**src/rtl/serial_add_pkg.sv**
```systemverilog
// ============================================================================
// Module      : serial_add_pkg
// Description : Shared types and constants for the bit-serial adder front end.
// Revision    : 1.0 - initial release
// ============================================================================
`default_nettype none

package serial_add_pkg;

    localparam int c_default_n = 8;

    typedef enum logic [1:0] {
        IDLE  = 2'd0,
        LOAD  = 2'd1,
        SHIFT = 2'd2,
        DONE  = 2'd3
    } state_t;

endpackage

`default_nettype wire

```
**src/rtl/shift_reg_n.sv**
```systemverilog
// ============================================================================
// Module      : shift_reg_n
// Description : N-bit right-shift register with parallel load and serial-in.
// Revision    : 1.0 - initial release
// ============================================================================
`default_nettype none

module shift_reg_n #(
    parameter int N = 8
) (
    input  logic         clk,
    input  logic         rst,
    input  logic         load,
    input  logic [N-1:0] load_data,
    input  logic         shift_en,
    input  logic         ser_in,
    output logic [N-1:0] q
);

    logic [N-1:0] r_q;

    // Parallel load takes priority over shifting.
    always_ff @(posedge clk) begin
        if (rst) begin
            r_q <= '0;
        end else if (load) begin
            r_q <= load_data;
        end else if (shift_en) begin
            r_q <= {ser_in, r_q[N-1:1]};
        end
    end

    assign q = r_q;

endmodule

`default_nettype wire

```
**src/rtl/serial_add_ctrl.sv**
```systemverilog
// ============================================================================
// Module      : serial_add_ctrl
// Description : Parallel-to-serial driver and result collector for the
//               external bit-serial adder cell.
// Revision    : 1.0 - initial release
// ============================================================================
`default_nettype none

module serial_add_ctrl
    import serial_add_pkg::*;
#(
    parameter int N = c_default_n
) (
    input  logic         clk,
    input  logic         rst,
    input  logic         start,
    input  logic [N-1:0] a_in,
    input  logic [N-1:0] b_in,
    input  logic         cin,
    output logic         ser_a,
    output logic         ser_b,
    output logic         ser_cin,
    output logic         ser_load,
    input  logic         ser_s,
    input  logic         ser_c,
    output logic         busy,
    output logic         done,
    output logic [N-1:0] sum,
    output logic         cout
);

    localparam int c_cnt_w = (N > 2) ? $clog2(N) : 1;
    localparam logic [c_cnt_w-1:0] c_last = c_cnt_w'(N - 1);

    state_t               r_state;
    logic [c_cnt_w-1:0]   r_cnt;
    logic                 r_ser_a;
    logic                 r_ser_b;
    logic                 r_ser_cin;
    logic                 r_ser_load;
    logic                 r_busy;
    logic                 r_done;
    logic [N-1:0]         r_sum;
    logic                 r_cout;

    logic                 w_accept;
    logic                 w_op_shift;
    logic                 w_res_shift;
    logic                 w_last;
    logic [N-1:0]         w_a_q;
    logic [N-1:0]         w_b_q;
    logic [N-1:0]         w_res_q;
    logic                 w_unused;

    assign w_accept    = (r_state == IDLE) && start;
    assign w_res_shift = (r_state == SHIFT);
    assign w_last      = w_res_shift && (r_cnt == c_last);
    // Operands start shifting in LOAD so that bit 0 always holds the next bit to send.
    assign w_op_shift  = (r_state == LOAD) || (r_state == SHIFT);

    shift_reg_n #(.N(N)) u_sr_a (
        .clk       (clk),
        .rst       (rst),
        .load      (w_accept),
        .load_data (a_in),
        .shift_en  (w_op_shift),
        .ser_in    (1'b0),
        .q         (w_a_q)
    );

    shift_reg_n #(.N(N)) u_sr_b (
        .clk       (clk),
        .rst       (rst),
        .load      (w_accept),
        .load_data (b_in),
        .shift_en  (w_op_shift),
        .ser_in    (1'b0),
        .q         (w_b_q)
    );

    shift_reg_n #(.N(N)) u_sr_res (
        .clk       (clk),
        .rst       (rst),
        .load      (w_accept),
        .load_data ({N{1'b0}}),
        .shift_en  (w_res_shift),
        .ser_in    (ser_s),
        .q         (w_res_q)
    );

    // Only the LSB of the operand registers leaves the block.
    assign w_unused = ^{w_a_q[N-1:1], w_b_q[N-1:1], w_res_q[0]};

    always_ff @(posedge clk) begin
        if (rst) begin
            r_state    <= IDLE;
            r_cnt      <= '0;
            r_ser_a    <= 1'b0;
            r_ser_b    <= 1'b0;
            r_ser_cin  <= 1'b0;
            r_ser_load <= 1'b0;
            r_busy     <= 1'b0;
            r_done     <= 1'b0;
            r_sum      <= '0;
            r_cout     <= 1'b0;
        end else begin
            case (r_state)
                IDLE: begin
                    r_done <= 1'b0;
                    if (start) begin
                        r_state    <= LOAD;
                        r_busy     <= 1'b1;
                        r_ser_load <= 1'b1;
                        r_ser_cin  <= cin;
                        r_ser_a    <= 1'b0;
                        r_ser_b    <= 1'b0;
                    end
                end
                LOAD: begin
                    r_state    <= SHIFT;
                    r_cnt      <= '0;
                    r_ser_load <= 1'b0;
                    r_ser_cin  <= 1'b0;
                    r_ser_a    <= w_a_q[0];
                    r_ser_b    <= w_b_q[0];
                end
                SHIFT: begin
                    if (w_last) begin
                        r_state <= DONE;
                        r_sum   <= {ser_s, w_res_q[N-1:1]};
                        r_cout  <= ser_c;
                        r_busy  <= 1'b0;
                        r_done  <= 1'b1;
                        r_ser_a <= 1'b0;
                        r_ser_b <= 1'b0;
                    end else begin
                        r_cnt   <= r_cnt + 1'b1;
                        r_ser_a <= w_a_q[0];
                        r_ser_b <= w_b_q[0];
                    end
                end
                DONE: begin
                    r_state <= IDLE;
                    r_done  <= 1'b0;
                end
                default: begin
                    r_state <= IDLE;
                end
            endcase
        end
    end

    assign ser_a    = r_ser_a;
    assign ser_b    = r_ser_b;
    assign ser_cin  = r_ser_cin;
    assign ser_load = r_ser_load;
    assign busy     = r_busy;
    assign done     = r_done;
    assign sum      = r_sum;
    assign cout     = r_cout;

endmodule

`default_nettype wire

```
**config.mk**
```make
export PLATFORM = sky130hd
export DESIGN_NAME = serial_add_ctrl
export DESIGN_NICKNAME = d
export VERILOG_FILES = /design/src/rtl/serial_add_pkg.sv /design/src/rtl/shift_reg_n.sv /design/src/rtl/serial_add_ctrl.sv
export SDC_FILE = /design/constraint.sdc
export NUM_CORES = 1
export LEC_CHECK = 0
export BUFFER_PORTS_ARGS = -buffer_cell sky130_fd_sc_hd__buf_2
export CAP_MARGIN = 10
export CORE_ASPECT_RATIO = 0.6
export CORE_MARGIN = 2
export CORE_UTILIZATION = 45
export CTS_CLUSTER_SIZE = 24
export DETAILED_ROUTE_END_ITERATION = 10
export GPL_TIMING_DRIVEN = 0
export HOLD_SLACK_MARGIN = 0.03
export PLACE_DENSITY = 0.67
export REMOVE_ABC_BUFFERS = 1
export SLEW_MARGIN = 20
export SYNTH_ARGS = -nofsm -noshare
export SYNTH_HDL_FRONTEND = slang
export SYNTH_HIERARCHICAL = 1
export SYNTH_SLANG_ARGS = --single-unit
export TNS_END_PERCENT = 50
```
**constraint.sdc**
```tcl
create_clock -name clk -period 3.5 [get_ports clk]
set_clock_uncertainty 0.1 [all_clocks]
set_input_delay 0.35 -clock clk [delete_from_list [all_inputs] [get_ports clk]]
set_output_delay 0.35 -clock clk [all_outputs]
set_load 0.01 [all_outputs]
```
# Word level (Yosys, flattened, before mapping)

Index checks and enable logic that the tools add are counted.

Register bits after elaboration: 44
Latch bits: 0
Memory bits (writable): 0
Bits in read-only memories: 0
Bits of input ports: 22
Output and inout port bits: 15
Word-level logic and storage cells: 62
Memories kept: 0

$add $sub $neg: 1
Multipliers: 0
Divide/modulo/power cells: 0
Magnitude comparators: 0
Equal/unequal tests: 7
Shifts and indexed selects: 0
Multiplexer cells: 22
Bitwise gates (word level): 0
Reduce and logical (&&, ||, !) cells: 19

Operator list:

| kind                  | number |
|---|---|
| $mux W8               | 4 |
| $reduce_and A2 Y1     | 6 |
| $reduce_bool A2 Y1    | 5 |
| $pmux W1 S2           | 4 |
| $pmux W2 S4           | 1 |
| $mux W1               | 7 |
| $pmux W1 S3           | 2 |
| $pmux W3 S2           | 1 |
| $eq A2 B2 Y1 const B  | 2 |
| $mux W2               | 2 |
| $ne A2 B2 Y1 const B  | 2 |
| $reduce_or A2 Y1      | 2 |
| $add A3 B1 Y3 const B | 1 |
| $eq A3 B3 Y1 const B  | 1 |
| $mux W3               | 1 |
| $reduce_and A3 Y1     | 1 |
| $reduce_bool A3 Y1    | 1 |
| $eq A2 B1 Y1 const B  | 1 |
| $logic_and A1 B1 Y1   | 2 |
| $logic_not A2 Y1      | 1 |
| $ne A2 B1 Y1 const B  | 1 |
| $logic_or A1 B1 Y1    | 1 |

# Depth between registers and ports, before layout

Gate-level depths: netlist of the first run.

Depth in word-level cells: 4
Depth in mapped cells: 6
Depth with buffers taken out: 5

# Hierarchy

Netlist of the first run, hierarchy kept.

By module, submodules not included:

| module          | times used | cells each | area each (um^2) | sequential area each (um^2) |
|---|---|---|---|---|
| shift_reg_n     | 3          | 35         | 369.1            | 160.2 |
| serial_add_ctrl | 1          | 107        | 899.6            | 400.4 |

# Worst setup path before layout of the first run

No wires, ideal clock.

Path kind: register to register
Start: reg r_state[0]
End: reg r_ser_a, in the netlist ser_a
Library setup time: 92 ps
Arrival time: 1374 ps
Required time: 3308 ps
Slack: 1934 ps
Stages on the path, launching flop included: 6
Path buffers: 0
Clock period less this slack: 1566 ps
Cells stage by stage: dfxtp_1 -> inv_1 -> ha_1 -> nor2b_4 -> or4b_1 -> o32ai_1

Word-level cells in the longest chain between the ends: 4
Elaborated cells between the ends (all ways): 9
Those cells by class: 3 x eq/ne; 2 x mux; 4 x reduce/logical

Ends and longest elaborated chain:

| element                | line                                          | text |
|---|---|---|
| start, declared        | serial_add_ctrl.sv:35                         | `state_t r_state;` |
| start signal, assigned | serial_add_ctrl.sv:96                         | `r_state <= IDLE;` |
| start signal, assigned | serial_add_ctrl.sv:111                        | `r_state <= LOAD;` |
| start signal, assigned | serial_add_ctrl.sv:120                        | `r_state <= SHIFT;` |
| $eq A2 B2 Y1           | serial_add_ctrl.sv:56, serial_add_ctrl.sv:107 |  |
| $logic_and A1 B1 Y1    | serial_add_ctrl.sv:57                         | `assign w_last = w_res_shift && (r_cnt == c_last);` |
| $mux W1                | serial_add_ctrl.sv:128                        | `if (w_last) begin` |
| $pmux W1 S3            | serial_add_ctrl.sv:107                        | `case (r_state)` |
| end signal, assigned   | serial_add_ctrl.sv:124                        | `r_ser_a <= w_a_q[0];` |
| end signal, assigned   | serial_add_ctrl.sv:138                        | `r_ser_a <= w_a_q[0];` |
| end, declared          | serial_add_ctrl.sv:37                         | `logic r_ser_a;` |

Parallel ways exist; a longest one is shown, timed or not.
A chain may end at the register's enable or synchronous reset.

# Final worst setup path of the first run

Start: reg r_state[0]
End: reg r_ser_b, in the netlist ser_b

Word-level cells in the longest chain between the ends: 4
Elaborated cells between the ends (all ways): 9
Those cells by class: 3 x eq/ne; 2 x mux; 4 x reduce/logical

Ends and longest elaborated chain:

| element              | line                                          | text |
|---|---|---|
| $eq A2 B2 Y1         | serial_add_ctrl.sv:56, serial_add_ctrl.sv:107 |  |
| $logic_and A1 B1 Y1  | serial_add_ctrl.sv:57                         |  |
| $mux W1              | serial_add_ctrl.sv:128                        |  |
| $pmux W1 S3          | serial_add_ctrl.sv:107                        |  |
| end signal, assigned | serial_add_ctrl.sv:125                        | `r_ser_b <= w_b_q[0];` |
| end signal, assigned | serial_add_ctrl.sv:139                        | `r_ser_b <= w_b_q[0];` |
| end, declared        | serial_add_ctrl.sv:38                         | `logic r_ser_b;` |

Parallel ways exist; a longest one is shown, timed or not.

==> results of run 1 <==
==> final cells by class <==
class,instances,area (um2),share of cell area
Clock buffer,7,96.3,0.0421
Clock inverter,1,7.51,0.00328
Inverter,9,33.8,0.0147
Multi-Input combinational cell,155,1040,0.453
Sequential cell,43,861,0.376
Tap cell,60,75.1,0.0328
Timing Repair Buffer,36,180,0.0786
==> registers in the layout, indices dropped and copies added (netlist names) <==
signal	cells
ser_cin	1
cout	1
r_state	2
done	1
ser_a	1
busy	1
u_sr_a/q	8
ser_b	1
r_cnt	3
u_sr_b/q	8
ser_load	1
u_sr_res/q	7
sum	8
==> worst min-delay path: stages <==
cell	delay [ns]
buf_2	0.10
nand2_1	0.05
a21oi_1	0.05
==> per-layer routing <==
layer,GRT usage,up-vias
met1,0.230,676
met3,0.0490,4
li1,-,805
met4,0.0597,0
met5,0,-
met2,0.236,27
==> final timing paths <==
| path | depth (start not counted) | start | end |
|---|---|---|---|
| setup / recovery | 4 | r_state[0] | ser_b |
| hold / removal | 3 | ser_c | cout |
| setup reg to reg | 4 | r_state[0] | ser_b |
| hold reg to reg | 2 | sum[0] | sum[0] |
==> placed cells by master, fill, tap and decap left out, types with 3 or more instances in the layout <==
cell type / count
dfxtp_1: 43
buf_2: 36
a211oi_1: 24
mux2i_1: 23
nor2b_1: 23
nand2_1: 22
a21oi_1: 17
conb_1: 9
o21ai_0: 8
ha_1: 8
clkbuf_8: 7
inv_1: 6
nor2_1: 5
inv_2: 3
==> power by group <==
| group | switching (mW) | internal [mW] | leakage, nW |
|---|---|---|---|
| clock | 0.165 | 0.179 | 0.0505 |
| combinational | 0.386 | 0.343 | 0.518 |
| sequential | 0.0855 | 0.629 | 0.353 |
| total | 0.637 | 1.15 | 0.921 |
==> per-stage QoR <==
stage | hold WS (ns) | util
floorplan | 0.319 | -
global placement | 0.342 | 0.528
detailed placement | 0.346 | 0.528
CTS | 0.177 | 0.553
global route | 0.202 | 0.553
finish | 0.189 | 0.553
==> reports/metrics.cfg, run 1 <==
[critical_path]
cp_max_fo=19
crit_type=register to register
crit_path_top_delay_cell=ha_1
arrival_ns=2.19
crit_path_start_kind=register
worstPathCellList=inv_1, ha_1, o21ai_0, o32ai_1
cp_data_required_time_ns=3.60
endpoint_kind=register
cp_top_family=adder cells
crit_buf_inv=1
slowest_delay_ns=0.91
ff2ff_setup_slack_ns=1.42

[power]
p_per_area_nw_per_um2=780
p_leak_nw=0.921
ir_worst_vdd_v=0.000285
power_mw=1.79

[clocking]
cts_setup_buffers=0
clk_pin_slew_ns=0.08
numClockSinks=43
cts_buffer_depth=2
postCtsHoldBufs=0
htreeDepth=2
tritoncts=done
cts-root-buf=clkbuf_8
cts_resized=0
numCtsBuffers=5
worstSkewPairLatency_ns=0.30

[placement]
io_buffers=36
dp.cells=303
gp_congestion=0.726
hpwl_um=2490
pre_cts_slack_ns=1.43
post_dp_cell_area_um2=2190

[finish]
fillers=417
nNetsFinal=280
final_cell_area_um2=2290
antenna_cells=0
final_cells=311
area_delta_synth_final_pct=16.7
layout-drive-gt1-share=0.199

[grt]
grt_pass1_wl_um=5980
grt_overflow=0
grt_antenna_before_repair=0
grt_pass1_vias=1284
grt_usage=0.163
grt_max_degree=46

[drt]
drc=0
first_iter_violations=50
met2_length_um=1460
viasPerCell=4.86
vias=1512
firstDrtPassIters=4
met1Wirelength_um=2010
wl_per_cell_um=11.8
ant_nets=0
wirelength_um=3680
routed.top_layer=met4
met3_length_um=180

[sta]
tns_ns=0
max_freq_mhz=480
setup_viol=0
final.period_utilization=0.595
period_needed_ns=2.08
hold_viol_final=0
worst_slack_ns=1.42
maxSlewHeadroom=0.390
rsz0062_at_grt=no
worstMarginPinSlew_ns=0.915
finalMaxSlewViolations=0

[synth]
syn_inst=208
yosysWarnings=6
syn_area_um2=1960
avgSynthCellArea_um2=9.44

[run]
drv_cap=0

[floorplanning]
rows=18
ios=37
die-area_um2=4920
start_util=0.474
dieHeight_um=55.2
die_x_um=89.3
core_um2=4140

[worst_hold_path]
hp-class=primary input to register

[run_status]
status=completed

No activity file was read; power rests on OpenSTA's default activity.
==> run 2, diff against run 1 <==
--- a/config.mk
+++ b/config.mk
@@ -14,7 +14,7 @@
 export DETAILED_ROUTE_END_ITERATION = 10
 export GPL_TIMING_DRIVEN = 0
 export HOLD_SLACK_MARGIN = 0.03
-export PLACE_DENSITY = 0.67
+export PLACE_DENSITY = 0.69
 export REMOVE_ABC_BUFFERS = 1
 export SLEW_MARGIN = 20
 export SYNTH_ARGS = -nofsm -noshare
==> constraint.sdc (replaced) <==
create_clock -name clk -period 1.7 [get_ports clk]
set_clock_uncertainty 0.1 [all_clocks]
set_input_delay 0.17 -clock clk [delete_from_list [all_inputs] [get_ports clk]]
set_output_delay 0.17 -clock clk [all_outputs]
set_load 0.01 [all_outputs]
==> reports/metrics.cfg, run 2 (synthesized netlist as in run 1, its figures left out) <==
[finish]
nNetsFinal=283  ; +1.1%
final_cell_mix=dfxtp_1, buf_2, a211oi_1
layout_commonest_cell=dfxtp_1
antenna_cells=0  ; unchanged
final_core_util=0.566  ; +0.0133
final_cells=314  ; +0.96%
area_delta_synth_final_pct=19.5
fillers=418  ; +0.24%
layout-drive-gt1-share=0.224  ; +0.0252
final_cell_area_um2=2350  ; +2.4%

[critical_path]
worstReg2RegStart=r_cnt[0]
r2r_end=ser_b
arrival_ns=1.64  ; -0.55 ns
cp_data_required_time_ns=1.75  ; -1.85 ns
ff2ff_setup_slack_ns=0.11  ; -1.31 ns
crit_path_start_kind=register
crit_type=register to register
endpoint_kind=register
r2r_cells=5  ; +1
cp_max_fo=6  ; -13

[power]
p_leak_nw=0.938  ; +1.8%
power_mw=3.81  ; +110%
ir_worst_vdd_v=0.000871  ; +210%
p_per_area_nw_per_um2=1630  ; +110%

[placement]
hpwl_um=2470  ; -0.87%
dp.cells=303  ; unchanged
gp_congestion=0.742  ; +2.2%
post_dp_cell_area_um2=2190  ; unchanged
io_buffers=36  ; unchanged

[worst_hold_path]
min_delay_path_depth=3  ; unchanged
holdCritStartpoint=cin
whs_endpoint=ser_cin
hp-class=primary input to register

[sta]
rsz0062_at_grt=no
final.period_utilization=0.936  ; +0.341
setup_viol=0  ; unchanged
maxSlewHeadroom=0.451  ; +0.0608
finalMaxSlewViolations=0  ; unchanged
hold_viol_final=0  ; unchanged
worstMarginPinSlew_ns=0.824  ; -0.0911 ns
max_freq_mhz=628  ; +31%
period_needed_ns=1.59  ; -0.492 ns
hold_slack_ns=0.0522  ; -0.137 ns

[drt]
ant_nets=0  ; unchanged
viasPerCell=4.81  ; -1.0%
wirelength_um=3930  ; +7.0%
firstDrtPassIters=4  ; unchanged
drc=0  ; unchanged
wl_per_cell_um=12.5  ; +5.9%
vias=1511  ; -0.066%
first_iter_violations=36  ; -28%

[grt]
grt_usage=0.164  ; +0.000757
grt_max_degree=46  ; unchanged
grt_pass1_wl_um=6060  ; +1.3%
grt_antenna_before_repair=0  ; unchanged
grt_pass1_vias=1341  ; +4.4%
grt_overflow=0  ; unchanged

[floorplanning]
dieHeight_um=55.2  ; unchanged
die-area_um2=4920  ; unchanged
core_um2=4140  ; unchanged
ios=37  ; unchanged
start_util=0.474  ; unchanged
die_x_um=89.3  ; unchanged
rows=18  ; unchanged

[clocking]
cts-root-buf=clkbuf_8
numCtsBuffers=5  ; unchanged
tritoncts=done
htreeDepth=2  ; unchanged
clk_pin_slew_ns=0.08  ; about the same
numClockSinks=43  ; unchanged
cts_buffer_depth=2  ; unchanged
worstSkewPairLatency_ns=0.29  ; about the same

[run_status]
status=completed

[run]
drv_cap=0  ; unchanged

run 2: cell types whose count changed in the layout (fill, tap and decap cells not counted), sizes merged:
cell,previous run,this run
dlygate4sd3,0,2
clkinvlp,1,0
clkbuf,7,8
and2,2,3
run 2: metal layers:
| metal | vias to the layer above | GRT usage | wire (um) |
|---|---|---|---|
| met1 | 673 | 0.228 | 2190 |
| met2 | 21 | 0.246 | 1590 |
| li1 | 813 | - | - |
| met4 | 0 | 0.0597 | 34 |
| met5 | - | 0 | 0 |
| met3 | 4 | 0.0445 | 129 |
run 2: stage by stage:
stage                     TNS [ns]  setup WS (ns)
after floorplan              -1.18        -0.0673
after global placement       -9.78         -0.366
after detailed placement     -9.45         -0.338
after CTS                        0         0.0102
after global routing             0         0.0174
final                            0          0.108
run 2: cell type report:
cell class | count | area (um2) | share of cell area
Clock buffer | 8 | 100 | 0.0427
Inverter | 9 | 33.8 | 0.0144
Timing Repair Buffer | 38 | 200 | 0.0853
Sequential cell | 43 | 863 | 0.368
Tap cell | 60 | 75.1 | 0.0320
Multi-Input combinational cell | 156 | 1070 | 0.458
run 2: power by group:
| part | leakage [nW] | internal (mW) | total, mW | switching, mW |
|---|---|---|---|---|
| registers | 0.354 | 1.30 | 1.49 | 0.185 |
| clock network | 0.0515 | 0.371 | 0.705 | 0.334 |
| logic | 0.533 | 0.784 | 1.62 | 0.839 |
| total | 0.938 | 2.46 | 3.81 | 1.36 |
run 2: how the worst max path moves through the flow:
stage / from / end / slack [ns] / cells after the start
after floorplan: r_state[0] / ser_a / -0.07 / 4
after global placement: r_state[0] / u_sr_b/q[5] / -0.37 / 4
after detailed placement: r_state[0] / u_sr_b/q[5] / -0.34 / 4
after CTS: r_state[0] / ser_b / 0.01 / 5
after global routing: r_cnt[0] / ser_a / 0.02 / 5
final: r_cnt[0] / ser_b / 0.11 / 5
run 2: timing repair:
item / in CTS / in global routing
gates cloned: 0 / 1
buffers inserted: 0 / 0
hold endpoints to repair: 2 / 0
endpoints found under the setup margin: 40 / 29
resized for setup: 6 / 5
hold buffers: 2 / 0
run 2: worst max-delay path, stage by stage, from the launching register on:
cell and delay (ns):
dfxtp_1 0.37, ha_1 0.16, ha_1 0.22, and2b_2 0.28, o21ai_0 0.23, o32ai_1 0.11
